**config.mk**
```make
export PLATFORM = sky130hd
export DESIGN_NAME = data_mem_hs
export DESIGN_NICKNAME = d
export VERILOG_FILES = /design/src/rtl/data_mem_hs.sv
export SDC_FILE = /design/constraint.sdc
export NUM_CORES = 2
export LEC_CHECK = 0
export ABC_CLOCK_PERIOD_IN_PS = 5900
export CORE_ASPECT_RATIO = 2
export CORE_MARGIN = 5
export CORE_UTILIZATION = 40
export DETAILED_ROUTE_END_ITERATION = 10
export SYNTH_ARGS = -nofsm -noshare
export SYNTH_HDL_FRONTEND = slang
export SYNTH_SLANG_ARGS = --single-unit
```
**constraint.sdc**
```tcl
create_clock -name clk -period 5.9 [get_ports clk]
set_clock_uncertainty 0.05 [all_clocks]
set_input_delay 1.18 -clock clk [delete_from_list [all_inputs] [get_ports clk]]
set_output_delay 1.18 -clock clk [all_outputs]
set_load 0.02 [all_outputs]
```
**src/rtl/data_mem_hs.sv**
```systemverilog
// Data memory with valid/ready request/response handshake and configurable read latency.
// Ports: clk, rst_n, req_{valid,ready,we,size,unsigned,addr,wdata}, rsp_{valid,ready,rdata,err}.
module data_mem_hs #(
    parameter int DATA_WIDTH = 32,
    parameter int ADDR_WIDTH = 32,
    parameter int MEM_DEPTH  = 64,
    parameter int RD_LATENCY = 1
) (
    input  logic                  clk,
    input  logic                  rst_n,
    input  logic                  req_valid,
    output logic                  req_ready,
    input  logic                  req_we,
    input  logic [1:0]            req_size,
    input  logic                  req_unsigned,
    input  logic [ADDR_WIDTH-1:0] req_addr,
    input  logic [DATA_WIDTH-1:0] req_wdata,
    output logic                  rsp_valid,
    input  logic                  rsp_ready,
    output logic [DATA_WIDTH-1:0] rsp_rdata,
    output logic                  rsp_err
);
    localparam int NB = DATA_WIDTH / 8;
    localparam int LB = $clog2(NB);
    localparam int IW = $clog2(MEM_DEPTH);

    typedef enum logic [1:0] {IDLE, WAIT, RESP} state_t;

    state_t                state;
    logic [3:0]            cnt;
    logic [DATA_WIDTH-1:0] mem [MEM_DEPTH];

    logic [IW-1:0]         idx;
    logic [LB-1:0]         off;
    logic [2:0]            off3;
    logic [5:0]            sh;
    logic                  acc;
    logic                  err;
    logic [7:0]            sz_be;
    logic [NB-1:0]         be;
    logic [DATA_WIDTH-1:0] bmask;
    logic [DATA_WIDTH-1:0] wsh;
    logic [DATA_WIDTH-1:0] rsh;
    logic [63:0]           r64;
    logic                  sx;
    logic [DATA_WIDTH-1:0] ext;
    logic [DATA_WIDTH-1:0] ld;
    logic [DATA_WIDTH-1:0] hold_data;
    logic                  hold_err;

    // Upper address bits are dropped, so addresses wrap over the array.
    assign idx  = req_addr[IW+LB-1:LB];
    assign off  = req_addr[LB-1:0];
    assign off3 = 3'(off);
    assign sh   = {off3, 3'b000};
    assign acc  = req_valid & req_ready;

    always_comb begin
        err = 1'b0;
        unique case (req_size)
            2'b00: err = 1'b0;
            2'b01: err = off3[0];
            2'b10: err = |off3[1:0];
            2'b11: err = (DATA_WIDTH != 64) | (|off3);
        endcase
    end

    always_comb begin
        sz_be = 8'h00;
        unique case (req_size)
            2'b00: sz_be = 8'h01;
            2'b01: sz_be = 8'h03;
            2'b10: sz_be = 8'h0F;
            2'b11: sz_be = 8'hFF;
        endcase
    end

    assign be = NB'(sz_be << off3);

    always_comb begin
        bmask = '0;
        for (int i = 0; i < NB; i++) begin
            bmask[8*i +: 8] = {8{be[i]}};
        end
    end

    // Sub-word store data is right-aligned; move it onto its lanes.
    assign wsh = req_wdata << sh;
    assign rsh = mem[idx] >> sh;
    assign r64 = 64'(rsh);
    assign sx  = ~req_unsigned;

    always_comb begin
        ext = '0;
        unique case (req_size)
            2'b00: ext = DATA_WIDTH'({{56{sx & r64[7]}}, r64[7:0]});
            2'b01: ext = DATA_WIDTH'({{48{sx & r64[15]}}, r64[15:0]});
            2'b10: ext = DATA_WIDTH'({{32{sx & r64[31]}}, r64[31:0]});
            2'b11: ext = DATA_WIDTH'(r64);
        endcase
    end

    assign ld = (req_we | err) ? '0 : ext;

    // RAM has no reset; a store commits on its acceptance edge.
    always_ff @(posedge clk) begin
        if (acc && req_we && !err) begin
            mem[idx] <= (mem[idx] & ~bmask) | (wsh & bmask);
        end
    end

    always_ff @(posedge clk or negedge rst_n) begin
        if (!rst_n) begin
            state     <= IDLE;
            req_ready <= 1'b1;
            rsp_valid <= 1'b0;
            rsp_rdata <= '0;
            rsp_err   <= 1'b0;
            cnt       <= '0;
            hold_data <= '0;
            hold_err  <= 1'b0;
        end else begin
            unique case (state)
                IDLE: begin
                    if (acc) begin
                        req_ready <= 1'b0;
                        hold_data <= ld;
                        hold_err  <= err;
                        if (RD_LATENCY == 1) begin
                            state     <= RESP;
                            rsp_valid <= 1'b1;
                            rsp_rdata <= ld;
                            rsp_err   <= err;
                        end else begin
                            state <= WAIT;
                            cnt   <= 4'(RD_LATENCY - 2);
                        end
                    end
                end
                WAIT: begin
                    if (cnt == 4'd0) begin
                        state     <= RESP;
                        rsp_valid <= 1'b1;
                        rsp_rdata <= hold_data;
                        rsp_err   <= hold_err;
                    end else begin
                        cnt <= cnt - 4'd1;
                    end
                end
                RESP: begin
                    if (rsp_ready) begin
                        state     <= IDLE;
                        req_ready <= 1'b1;
                        rsp_valid <= 1'b0;
                        rsp_rdata <= '0;
                        rsp_err   <= 1'b0;
                    end
                end
                default: state <= IDLE;
            endcase
        end
    end
endmodule

```
After elaboration in Yosys (flattened, before gate mapping)
Memories as Yosys holds them, arrays and structs flattened.
Index checks and enable logic that the tools add are counted.
Widths: inputs -> output; s select.

cells by class
  reduce and logical (&&, ||, !) cells = 15
  multiply operators = 0
  equality and inequality tests = 8
  divide/modulo/power cells = 0
  bitwise operators = 10
  multiplexer cells = 24
  magnitude comparators = 0
  shifts and indexed selects = 3
  $add $sub $neg = 1

operators by type and width
  kind                 count
  $pmux 32 s3          2
  $mux 32              4
  $and 32x32->32       2
  $not 32->32          1
  $or 32x32->32        1
  $pmux 8 s4           1
  $shl 32x5->32        1
  $shr 32x5->32        1
  $mux 1               9
  $shl 8x2->4          1
  $eq 2x2->1 const B   3
  $mux 2               3
  $ne 2x2->1 const B   3
  $pmux 1 s3           2
  $pmux 2 s3           1
  $reduce_and 3->1     2
  $eq 2x1->1 const B   2
  $logic_not 2->1      2
  $logic_not 4->1      1
  $pmux 1 s4           1
  $reduce_and 2->1     2
  $reduce_and 4->1     1
  $reduce_or 2->1      2
  $sub 4x1->4 const B  1
  8 further kinds      12

storage, ports and cells
  logic and storage cells = 70
  memory bits (read-only) = 0
  flip-flop bits (word level) = 74
  bits in writable memories = 2048
  bits of input ports = 72
  bits in latches = 0
  memories kept = 1

memories
  name  depth  bits a word  rd ports  clocked after Yosys merged registers in  write ports  line  text
  mem   64     32           1         0                                        1            31    logic [DATA_WIDTH-1:0] mem [MEM_DEPTH];

Depth between registers and ports, before layout
An unclocked memory read counts as a cell.

  depth after elaboration = 7
  depth in mapped cells = 16
  depth with buffers taken out = 8

Worst setup path after synthesis
No wires, ideal clock.

  path type = in2reg
  start point = in req_addr[2]
  end point = mem mem[0][27] (data pin)
  buffers on the path = 5
  path slack = -0.540 ns
  cell stages on the path = 11
  arrival time = 5.670 ns
  cell sequence = buf_6 > buf_6 > nor3b_2 > buf_2 > buf_1 > buf_2 > a22oi_1 > a41oi_1 > a21oi_1 > and4b_1 > o31ai_1

between the ends
  longest elaborated chain between the ends = 3

RTL lines
  item            line  text
  from (decl)     16    input logic [ADDR_WIDTH-1:0] req_addr,
  $mem_v2 64x32   -
  $and 32x32->32  108   mem[idx] <= (mem[idx] & ~bmask) | (wsh & bmask);
  $or 32x32->32   108
  to (decl)       31

Every way passes these cells.

Worst setup path after layout
  start point = in req_addr[3]
  end point = mem mem[43][19] (data pin)

The elaborated chain is that of the path after synthesis.

==> summary by stage <==
Drt
After detailed routing, the met3 layer carries 22.8 mm of wire. The number of design-rule violations left by the first detailed-router iteration is 6000. The remaining antenna violation count after routing is 0. The length of routed met2 wiring is 142 mm. The wire length after detailed routing is 288 mm. The total number of vias is 48200. The uppermost layer routed is met4.

The mean number of vias per cell is 6.46. In the final routed layout, each cell accounts on average for 38.7 um. The number of DRC violations after detailed routing is 0.

The sum of routed wire segments on met1 is 91.8 mm. Before antenna repair, the detailed router went through 6 iterations.

STA
The worst max-slew margin expressed relative to the limit is 0.0637. The worst path setup slack after routing is 1030 ps. Setup repair after global routing left no endpoint under its margin. The tightest hold path in the finished design has a slack of 410 ps. The number of max-slew violations in the final report is 0. The slew at the pin closest to its max-slew limit is 1370 ps. The final critical-path share of the clock period is 0.825. Counting I/O delays and the setup requirement, the final critical path takes 4870 ps. The final number of hold-violating endpoints came to 0. After routing, the total negative slack on setup checks comes to 0 ps. Setup violations remaining at the end of the flow were counted as 0.

The maximum achievable frequency is 205 MHz.

Yosys
Counting every instance in the synthesized netlist gives 4387. The synthesis warning total is 0. Sorting the synthesized cells by how often they occur yields edfxtp_1 (2048), a22oi_1 (537), mux2i_1 (166), buf_2 (141), nor2_1 (135). Dividing the synthesized area by the synthesized cell count gives 18.1 um2.

In the synthesized netlist the dominant register cell turns out to be edfxtp_1. The share of flip-flops with an asynchronous set or reset after synthesis is 0.0168. Of all cell types, the one taking the most synthesized area is edfxtp_1. The number of distinct library cells after synthesis is 96. The share of synthesized area occupied by flip-flops and latches is 0.784. After synthesis the cells add up to 79500 um2. By area the synthesized netlist is led by edfxtp_1 (77%), a22oi_1 (5.1%), mux2i_1 (2.1%). Synthesis produced a netlist with a net count of 4459. Yosys mapped a number of flops with a built-in enable equal to 2048. The share of Yosys cell area claimed by the top area cell type is 0.773. The most repeated cell in the gate-level netlist after synthesis is edfxtp_1. The flop and latch count out of synthesis is 2083.

Setup path
The maximum net fanout on the critical path is 64. The number of buffer and inverter stages on the critical path is 4. Data arrives at the worst endpoint at 5320 ps. The critical path goes through clkbuf_8, and3b_4, buf_12, buf_4, a22oi_1, nand4_1, a2111oi_0, and3_1, mux2i_4, buf_12. The endpoint of the most critical register-to-register path is mem[43][19]. STA classifies the critical path startpoint as a primary input.

The endpoint kind of the worst setup timing path is a flop. The depth of the worst register-to-register path is 8. The stage delay of the slowest cell on the critical path is 1220 ps.

The dominant cell type by count on the critical path is buf_12. In this run the worst setup path begins at req_addr[3]. The launch instance of the worst register-to-register path is mem[43][19]. Setup slack on the worst reg-to-reg path comes out at 2150 ps. The kind of critical path is primary input to flop. STA puts the critical path data required time at 6350 ps.

Among cell families on the critical path, the largest total delay comes from compound AO/OA/AOI/OAI gates. The slowest cell on the critical path is a2111oi_0.

Floorplanning
The area of the die is 208000 um2. The number of primary I/O pins is 107. For this configuration, the core starts out at a cell density of 0.402.

Measured along the x axis, the die boundary spans 325 um. Row generation in the floorplan step produced 231 rows. The region available for standard cell placement spans 198000 um2. Measured along the y axis, the die boundary spans 641 um.

Clocking
The cell sitting at the root of the clock tree is a clkbuf_16. The number of cells upsized or downsized after cts is 0. The hold buffer count at CTS is 0. The CTS buffer count is 171. The clock passes through at most 4 buffers. The count of buffers added by post-CTS timing repair for setup is 0.

Clock tree synthesis found a total of 2083 sinks. After clock tree synthesis, the clock-pin slew on the worst setup and hold paths is 60 ps. The CTS tree is built. The clock latency of the later-clocked register in the worst-skew pair is 830 ps. The H-tree was split into 4 levels.

Cells and area
The share of post-route cells with drive strength above 1 is 0.189. The final layout contains 4823 nets. The layout filler cell count is 16400. The final standard cell count with taps included and fillers excluded is 7449. From synthesis to final layout, the design area changed by 16.6%.

Pwr
IR analysis of the VDD net gives a maximum drop of 0.236 mV. For this design the static power due to leakage is 29.0 nW. The share of total power dissipated in combinational logic is 0.089. Of the total power, registers draw 0.541.

The power density of the placed cells is 335 nW/um2. The overall power is 0.0311 W. The switching part of the total power is 0.233.

Cell internal power was estimated by the tool at 0.0239 W. The power spent charging and discharging nets is 0.00723 W. Of the total power, the clock network draws 0.370.

Run status
The run finished with clean final reports.

GRT
The maximum number of pins on one net before global-route repair is 65. The number of antenna violations at the first check in global routing is 5. For this run, the total global-route usage over all layers was measured as 0.270. The via count of the first global-routing pass is 46600.

The residual overflow from global routing is 0. The first global-routing pass estimated 391 mm of wire.

Placed design
The HPWL after detailed placement is 184 mm. Including well taps, the total number of placed cells is 7141. Before CTS, the worst setup slack after placement is 310 ps. Input and output buffers added on the ports amount to 82. The placer congestion estimate is 0.909.

Run
The max-capacitance violation count is 0.

Hold path
The type of the tightest min-delay check is primary input to asynchronous set/reset pin.
==> power by group through the flow <==
stage               clock (W)  sequential (W)  combinational, W
detailed placement          0          0.0171           0.00272
global placement            0          0.0171           0.00268
CTS                    0.0116          0.0168           0.00273
finish                 0.0115          0.0168           0.00276
global route           0.0121          0.0168           0.00283
floorplan                   0          0.0172           0.00116
==> cell type report <==
type	count	area (um2)	area share
well taps	2563	3210	0.0346
inverters	10	37.5	0.000405
flip-flops and latches	2083	62400	0.673
repair buffers	498	5250	0.0566
clock inverters	89	965	0.0104
diodes	17	42.5	0.000459
clock buffers	202	4480	0.0483
multi-input cells	1987	16400	0.177
==> state kept, by name, summed over array words and instances, names as in the netlist <==
name,cells
mem,2048
req_ready,1
rsp_err,1
rsp_rdata,32
state,1
==> worst register-to-register path: stages (launching register included) <==
cell	delay, ps
edfxtp_1	360
mux2_2	260
a222oi_1	270
a31oi_1	180
buf_4	220
a2111oi_0	1130
and3_1	560
mux2i_4	130
buf_12	190
==> stage by stage <==
stage	cell area, um2	utilization
2_1_floorplan	79600	-
3_3_place_gp	87200	0.441
3_5_place_dp	87200	0.441
4_1_cts	92700	0.468
5_1_grt	92700	0.468
6_report	92700	0.468
==> layer usage <==
metal / up-vias / track usage
li1: 19100 / -
met1: 25100 / 0.297
met2: 3031 / 0.461
met3: 912 / 0.0375
met4: 0 / 0.230
met5: - / 0
==> cells by family (layout without fill, tap and decap cells) <==
kind of cell	count (synthesis)	count (layout)	share of synthesized area
flip-flops	2083	2083	0.784
AO/OA/AOI/OAI	1207	1207	0.116
AND/OR/NAND/NOR	523	523	0.0387
buffers and inverters	317	799	0.0226
multiplexers	257	257	0.0390
other	0	17	0
==> how the worst max path moves through the flow <==
stage,slack [ps],cells after the start,endpoint
2_1_floorplan,350,13,mem[0][11]
3_3_place_gp,340,10,mem[47][19]
3_5_place_dp,310,10,mem[44][19]
4_1_cts,1140,10,mem[43][19]
5_1_grt,1150,10,mem[8][19]
6_report,1030,10,mem[43][19]
==> layout by cell type (no fill, tap or decap), types with 16 or more instances in the layout <==
master	instances
o2bb2ai_1	29
a22o_1	71
a31oi_1	72
buf_12	105
clkinv_1	34
a21oi_1	84
buf_4	311
nand4_1	36
a41oi_1	25
and4_1	37
nor2b_1	17
dfrtp_1	34
diode_2	17
a211oi_1	20
mux4_2	29
a221oi_1	93
nor2_4	65
o22ai_1	38
a221o_1	20
a22oi_1	537
nand2_1	111
clkbuf_1	26
a222oi_1	21
clkdlybuf4s50_1	76
nor2_1	66
clkbuf_16	174
mux2_2	53
o21ai_0	42
and4b_1	16
mux2i_1	154
clkinv_2	22
edfxtp_1	2048
bufinv_16	20
nand3_1	17
(Power assumes the default switching activity.)
